## src/rtl/req_ack_responder.sv

```systemverilog
// Winner-side responder: accepts a tagged request, waits a fixed latency, then
// returns a one-cycle acknowledge carrying the updated per-client accumulator.
module req_ack_responder #(
  parameter int REQ_DATA_WIDTH = 8,
  parameter int ACK_DATA_WIDTH = 8,
  parameter int LATENCY        = 2   // legal range 0..15
) (
  input  logic                      clk,
  input  logic                      rst,
  input  logic                      winner_req,
  input  logic [REQ_DATA_WIDTH:0]   winner_data_req,
  output logic                      winner_ack,
  output logic [ACK_DATA_WIDTH-1:0] winner_data_ack,
  output logic                      busy
);

  localparam int EXT_WIDTH = (REQ_DATA_WIDTH > ACK_DATA_WIDTH) ? REQ_DATA_WIDTH : ACK_DATA_WIDTH;

  typedef enum logic [1:0] {
    IDLE,
    WAIT,
    ACK,
    RELEASE
  } state_t;

  state_t                    state, state_nxt;
  logic [3:0]                cnt, cnt_nxt;
  logic                      accept;
  logic                      tag_q;
  logic [REQ_DATA_WIDTH-1:0] pay_q;
  logic [ACK_DATA_WIDTH-1:0] acc [2];

  logic                      tag_sel;
  logic [REQ_DATA_WIDTH-1:0] pay_sel;
  logic [EXT_WIDTH-1:0]      pay_wide;
  logic [ACK_DATA_WIDTH-1:0] sum;

  // NOTE: every signal written here gets a default first, so no path leaves it
  // unassigned and no latch is inferred.
  always_comb begin
    state_nxt = state;
    cnt_nxt   = cnt;
    accept    = 1'b0;
    case (state)
      IDLE: begin
        if (winner_req) begin
          accept    = 1'b1;
          cnt_nxt   = 4'(LATENCY);
          state_nxt = (LATENCY > 0) ? WAIT : ACK;
        end
      end
      WAIT: begin
        cnt_nxt = cnt - 4'd1;
        if (cnt == 4'd1) state_nxt = ACK;
      end
      ACK:     state_nxt = RELEASE;
      RELEASE: if (!winner_req) state_nxt = IDLE;
      default: state_nxt = IDLE;
    endcase
  end

  // With zero latency ACK follows IDLE directly, so the live request feeds the sum.
  always_comb begin
    tag_sel  = (state == IDLE) ? winner_data_req[REQ_DATA_WIDTH] : tag_q;
    pay_sel  = (state == IDLE) ? winner_data_req[REQ_DATA_WIDTH-1:0] : pay_q;
    pay_wide = EXT_WIDTH'(pay_sel);
    sum      = acc[tag_sel] + pay_wide[ACK_DATA_WIDTH-1:0];
  end

  // NOTE: sequential state uses non-blocking assignments so every flop samples
  // the pre-edge values, independent of statement order.
  always_ff @(posedge clk) begin
    if (rst) begin
      state           <= IDLE;
      cnt             <= '0;
      tag_q           <= 1'b0;
      pay_q           <= '0;
      // NOTE: the accumulator array is reset explicitly because its contents are
      // visible on the acknowledge bus; a two-entry array costs nothing to clear.
      acc[0]          <= '0;
      acc[1]          <= '0;
      winner_ack      <= 1'b0;
      winner_data_ack <= '0;
      busy            <= 1'b0;
    end else begin
      state <= state_nxt;
      cnt   <= cnt_nxt;
      if (accept) begin
        tag_q <= winner_data_req[REQ_DATA_WIDTH];
        pay_q <= winner_data_req[REQ_DATA_WIDTH-1:0];
      end
      // Outputs are registered from the next state so they align with the FSM.
      winner_ack      <= (state_nxt == ACK);
      winner_data_ack <= (state_nxt == ACK) ? sum : '0;
      busy            <= (state_nxt != IDLE);
      if (state_nxt == ACK) acc[tag_sel] <= sum;
    end
  end

endmodule

```

## config.mk

```make
export PLATFORM = sky130hd
export DESIGN_NAME = req_ack_responder
export DESIGN_NICKNAME = d
export VERILOG_FILES = /design/src/rtl/req_ack_responder.sv
export SDC_FILE = /design/constraint.sdc
export NUM_CORES = 1
export LEC_CHECK = 0
export ABC_AREA = 1
export BUFFER_PORTS_ARGS = -buffer_cell sky130_fd_sc_hd__buf_2
export CELL_PAD_IN_SITES_DETAIL_PLACEMENT = 0
export CELL_PAD_IN_SITES_GLOBAL_PLACEMENT = 1
export CORE_UTILIZATION = 43
export DETAILED_ROUTE_END_ITERATION = 6
export PLACE_DENSITY_LB_ADDON = 0.15
export SKIP_LAST_GASP = 1
export SYNTH_ARGS = -nofsm -noshare
export SYNTH_HDL_FRONTEND = slang
export SYNTH_SLANG_ARGS = --single-unit
```

## constraint.sdc

```tcl
create_clock -name clk -period 2.9 [get_ports clk]
set_input_delay 0.145 -clock clk [delete_from_list [all_inputs] [get_ports clk]]
set_output_delay 0.145 -clock clk [all_outputs]
set_load 0.02 [all_outputs]
```

==> reports/metrics.cfg, run 1 <==
[placed_design]
dpl.hpwl_um = 3060
post_dp_cell_area_um2 = 2230
dp_slack_ps = 355
io_buffers = 21
dp_cells = 327
gp_congestion = 0.842

[drt]
first_pass_iters = 4
wl_per_cell_um = 12.6
drt-total-wl_um = 4230
ant_nets = 0
vias = 1637
avgViaCountPerCell = 4.89
first_iter_violations = 51
drc_errors = 0

[run_status]
outcome = complete, no violations

[global_routing]
grt_max_degree = 15
first_global_vias = 1490
grt_pass1_wl_um = 7060
antenna_found_initial = 0
grt-ovfl-total = 0
grt_use_total_pct = 18.5

[pwr]
ir_drop_v = 0.000251
power.switching_uw = 445
seq_power_share_pct = 47.7
netSwitchingFraction_pct = 32.7
p_leak_nw = 1.11
power.density_nw_per_um2 = 588
intPower_uw = 916
total_power_mw = 1.36
power_frac_comb_pct = 25.5
clkPwrFrac_pct = 26.8

[clock_tree]
ctsResizeCount = 0
path_clk_slew_ps = 80
clockBufferDepth = 2
cts_hold_buffers = 0
cts_setup_buffers = 0
numCtsBuffers = 5
cts_sinks = 41
root_buffer = clkbuf_8
insertion_delay_ps = 290
tritoncts = built
htree_num_levels = 2

[setup_path]
setup.worst_path.class = reg2reg
cp_cell_sequence = inv_1 -> nand2_4 -> nand2_2 -> nand2_4 -> inv_2 -> nand2_1 -> nand2_1 -> ha_1 -> a21oi_1 -> nand2_1 -> a21oi_1 -> xor2_1 -> nor2_1
crit_start = state[0]
r2r_start = state[0]
worst_ep_required_time_ps = 2950
cpMostUsedCell = nand2_1
max_stage_delay_ps = 370
end_kind = flip-flop
critPathSlowestCell = dfxtp_1
cp-start-kind = flip-flop
critPathMaxFanout = 13
arrival_ps = 2590

[sta]
max_freq_mhz = 394
setup_violations = 0
min_period_ps = 2540
hold_violations = 0
worst_slack_ps = 360
fin_tns_setup_ps = 0
whs_ps = 107
maxSlewViolCount = 0
finClkSkew_ps = 4.62
fin_crit_sh_pct = 87.6
slew_headroom_pct = 72.4
rsz0062_at_grt = false
worst_pin_slew_ps = 414

[logic_synthesis]
synth_cells = 257
syn_nets = 279
yosys_warnings = 0
ys_ff_latch = 41
yosys.area.top_type = dfxtp_1
synth.area.top_cells = dfxtp_1 (24%), edfxtp_1 (23%), nand2_1 (14%), ha_1 (5.4%), nor2_1 (5.4%)
synth_area_um2 = 2090
synth_top_area_share_pct = 24.0
synth_cell_type_count = 33
syn_area_per_cell_um2 = 8.13
synth-seq-area-share_pct = 47.0

[layout]
area_delta_synth_final_pct = 10.8
fin_cells = 335
final_area_um2 = 2310
diodes = 0
nFillCells = 448
layout.nets = 304
post-route-util_pct = 51.4
drive_gt1_share_pct = 16.3

[floorplan]
num_rows = 24
die_height_um = 71.7
start_util_pct = 46.4
fp.dieArea_um2 = 5140
die_w_um = 71.7
core_area_um2 = 4500
ios = 22

[worst_hold_path]
hp-start = winner_data_req[3]
worst_hold_path_type = in2reg

[flow_run]
cap_viol_max_count = 0

-- cell type report --
cell class,instances,area (µm²),area share (%)
clock buffer,7,76.3,3.30
clock inverter,1,5.00,0.216
inverter,30,118,5.08
multi-input combinational,182,956,41.3
sequential,41,981,42.4
tap,52,65.1,2.81
timing repair buffer,22,113,4.87
-- kinds of logic after synthesis --
group | synth area share [%]
AO/OA/AOI/OAI | 7.97
XOR/XNOR | 1.26
adder cells (fa/ha/maj) | 6.35
buffers and inverters | 7.25
flip-flops | 47.0
AND/OR/NAND/NOR | 30.2
-- layout by cell type, fill, tap and decap left out, types with 2 or more instances in the layout --
cell type  synthesis  layout
nand2_2            2       2
edfxtp_1          16      16
o21ai_2            2       2
clkbuf_8           1       5
nand3_4            2       2
nor3_1             3       3
inv_2              2       2
buf_2              1      21
o21ai_0            4       4
nand2_1           78      78
nor2_1            30      30
a21oi_1           20      20
nand2_4            4       4
ha_1               9       9
inv_1             26      26
clkbuf_1           1       2
xor2_1             2       2
nand4_1            2       2
nand3_1           13      13
dfxtp_1           25      25
or2_2              2       2
-- synth_stat cells, drive strengths merged --
master  number
nand2       84
nor2        32
inv         28
dfxtp       25
a21oi       20
edfxtp      16
nand3       16
ha           9
o21ai        7
nor3         3
buf          2
clkbuf       2
clkinv       2
nand4        2
or2          2
xor2         2
a211oi       1
a221oi       1
fa           1
o31ai        1
xnor2        1
-- per-layer routing --
| layer | wire length [µm] | track usage [%] |
|---|---|---|
| met5 | 0 | 0 |
| met4 | 89 | 7.41 |
| met3 | 146 | 4.92 |
| met2 | 1820 | 27.8 |
| met1 | 2170 | 25.5 |
-- sequential cells by signal, summed over array words and instances, names as in the netlist --
register / flops
winner_data_ack: 8
cnt: 4
tag_q: 1
acc: 16
pay_q: 8
state: 2
busy: 1
winner_ack: 1
-- power by group through the flow --
stage	logic [mW]	registers, mW	clock network (mW)
after floorplan	0.271	0.664	0
after global placement	0.351	0.663	0
after detailed placement	0.348	0.663	0
after CTS	0.350	0.649	0.379
after global routing	0.395	0.653	0.401
final	0.347	0.649	0.365
-- critical path, delay by kind of cell, from the launching register on --
kind            cells  cell delay (ps)
compound gates      2              340
buf+inv             2              210
fa+ha+maj           1              340
xor+xnor            1              300
flops               1              370
simple gates        7              720
-- final timing paths --
kind	slack, ps	cells after the start	end
max reg2reg	360	13	acc[0][5]
min	110	3	pay_q[3]
min reg2reg	470	2	pay_q[2]
max	360	13	acc[0][5]
No activity file was read; power rests on OpenSTA's default activity.
==> run 2, diff against run 1 <==
Settings changed: RECOVER_POWER set to 25.
==> reports/metrics.cfg, run 2 (synthesis gave the netlist of run 1 again) <==
[worst_hold_path]
hp-start = winner_data_req[3]
min_path_cells = 3
worst_hold_path_type = in2reg
min_to = pay_q[3]

[setup_path]
timing.rr.end = acc[0][5]
critPathMaxFanout = 13
rr_worst_depth = 13
cp_cell_sequence = inv_1 -> nand2_4 -> nand2_2 -> nand2_4 -> inv_2 -> nand2_1 -> nand2_1 -> ha_1 -> a21oi_1 -> nand2_1 -> a21oi_1 -> xor2_1 -> nor2_1
r2r_start = state[0]
cp-start-kind = flip-flop
cpMostUsedCell = nand2_1
critPathSlowestCell = dfxtp_1
end_kind = flip-flop
r2r_slack_ps = 400
arrival_ps = 2550
worst_ep_required_time_ps = 2950
max_stage_delay_ps = 350
setup.worst_path.class = reg2reg

[sta]
slew_headroom_pct = 60.6
worst_pin_slew_ps = 590
fin_crit_sh_pct = 86.3
fin_tns_setup_ps = 0
whs_ps = 108
finClkSkew_ps = 4.55
min_period_ps = 2500
maxSlewViolCount = 0
hold_violations = 0
rsz0062_at_grt = false
max_freq_mhz = 400
setup_violations = 0

[drt]
first_pass_iters = 5
ant_nets = 0
wl_per_cell_um = 12.6
drt-total-wl_um = 4230
avgViaCountPerCell = 4.93
vias = 1650
drc_errors = 0
first_iter_violations = 57

[placed_design]
dpl.hpwl_um = 3060
gp_congestion = 0.842
io_buffers = 21

[pwr]
p_leak_nw = 1.06
power.density_nw_per_um2 = 594
ir_drop_v = 0.000255

[floorplan]
ios = 22
start_util_pct = 46.4
die_w_um = 71.7
core_area_um2 = 4500
num_rows = 24
die_height_um = 71.7
fp.dieArea_um2 = 5140

[clock_tree]
htree_num_levels = 2
path_clk_slew_ps = 80
ctsResizeCount = 0
cts_hold_buffers = 0
clockBufferDepth = 2
insertion_delay_ps = 290
cts_setup_buffers = 0
cts_sinks = 41
root_buffer = clkbuf_8
tritoncts = built
numCtsBuffers = 5

[global_routing]
grt_use_total_pct = 18.5
antenna_found_initial = 0
first_global_vias = 1490
grt-ovfl-total = 0
grt_pass1_wl_um = 7060
grt_max_degree = 15

[layout]
largest_reg_flops = 16
drive_gt1_share_pct = 11.3
top_regs = acc x16, pay_q x8, winner_data_ack x8
top_register = acc
layout.nets = 304
diodes = 0
area_delta_synth_final_pct = 8.93
final_common_cell = nand2_1
nFillCells = 465
mostFrequentLayoutCells = nand2_1 (78), nor2_1 (32), inv_1 (26), dfxtp_1 (25), a21oi_1 (20)

[run_status]
outcome = complete, no violations

[flow_run]
cap_viol_max_count = 0

run 2: cell count changes in the layout (fill, tap and decap cells not counted), sizes merged:
cell and change:
buf -11, clkbuf +11
run 2: area by class of cell:
cell class              instances  area [µm²]  share of cell area [%]
clock inverters                 1        5.00                   0.220
flip-flops and latches         41         981                    43.1
inverters                      30         118                    5.17
clock buffers                   7        76.3                    3.36
repair buffers                 22        96.3                    4.24
multi-input cells             182         933                    41.0
well taps                      52        65.1                    2.86
run 2: worst max-delay path by stage:
stage,startpoint,to,depth (start not counted)
2_1_floorplan,state[0],acc[1][6],15
3_3_place_gp,state[0],acc[1][5],13
3_5_place_dp,state[0],acc[1][5],13
4_1_cts,state[0],acc[1][5],13
5_1_grt,state[0],acc[0][5],13
6_report,state[0],acc[0][5],13
run 2: stage by stage:
stage	setup slack [ps]	power (mW)	instance area (µm²)	utilization, %	instances
final	398	1.35	2270	50.5	335
after global routing	190	1.44	2270	50.5	335
after CTS	346	1.38	2310	51.4	335
after detailed placement	355	1.01	2230	49.6	327
after global placement	425	1.01	2230	49.6	327
after floorplan	658	0.935	2090	-	257
run 2: worst max-delay path, delay by kind of cell, from the launching register on:
family / cells / cell delay (ps)
adder cells (fa/ha/maj): 1 / 340
buffers and inverters: 2 / 210
AO/OA/AOI/OAI: 2 / 340
XOR/XNOR: 1 / 300
AND/OR/NAND/NOR: 7 / 710
flip-flops: 1 / 350
run 2: report_power, final:
group	switching [mW]	internal [mW]
registers	0.0173	0.631
logic	0.227	0.111
clock network	0.195	0.169
run 2: per-layer routing:
metal	vias to the layer above	wire length, µm	GRT usage, %	share of wire, %
li1	871	-	-	-
met1	738	2160	25.5	51
met2	33	1820	27.8	43
met3	8	159	4.92	3.8
met4	0	89	7.41	2.1
met5	-	0	0	0
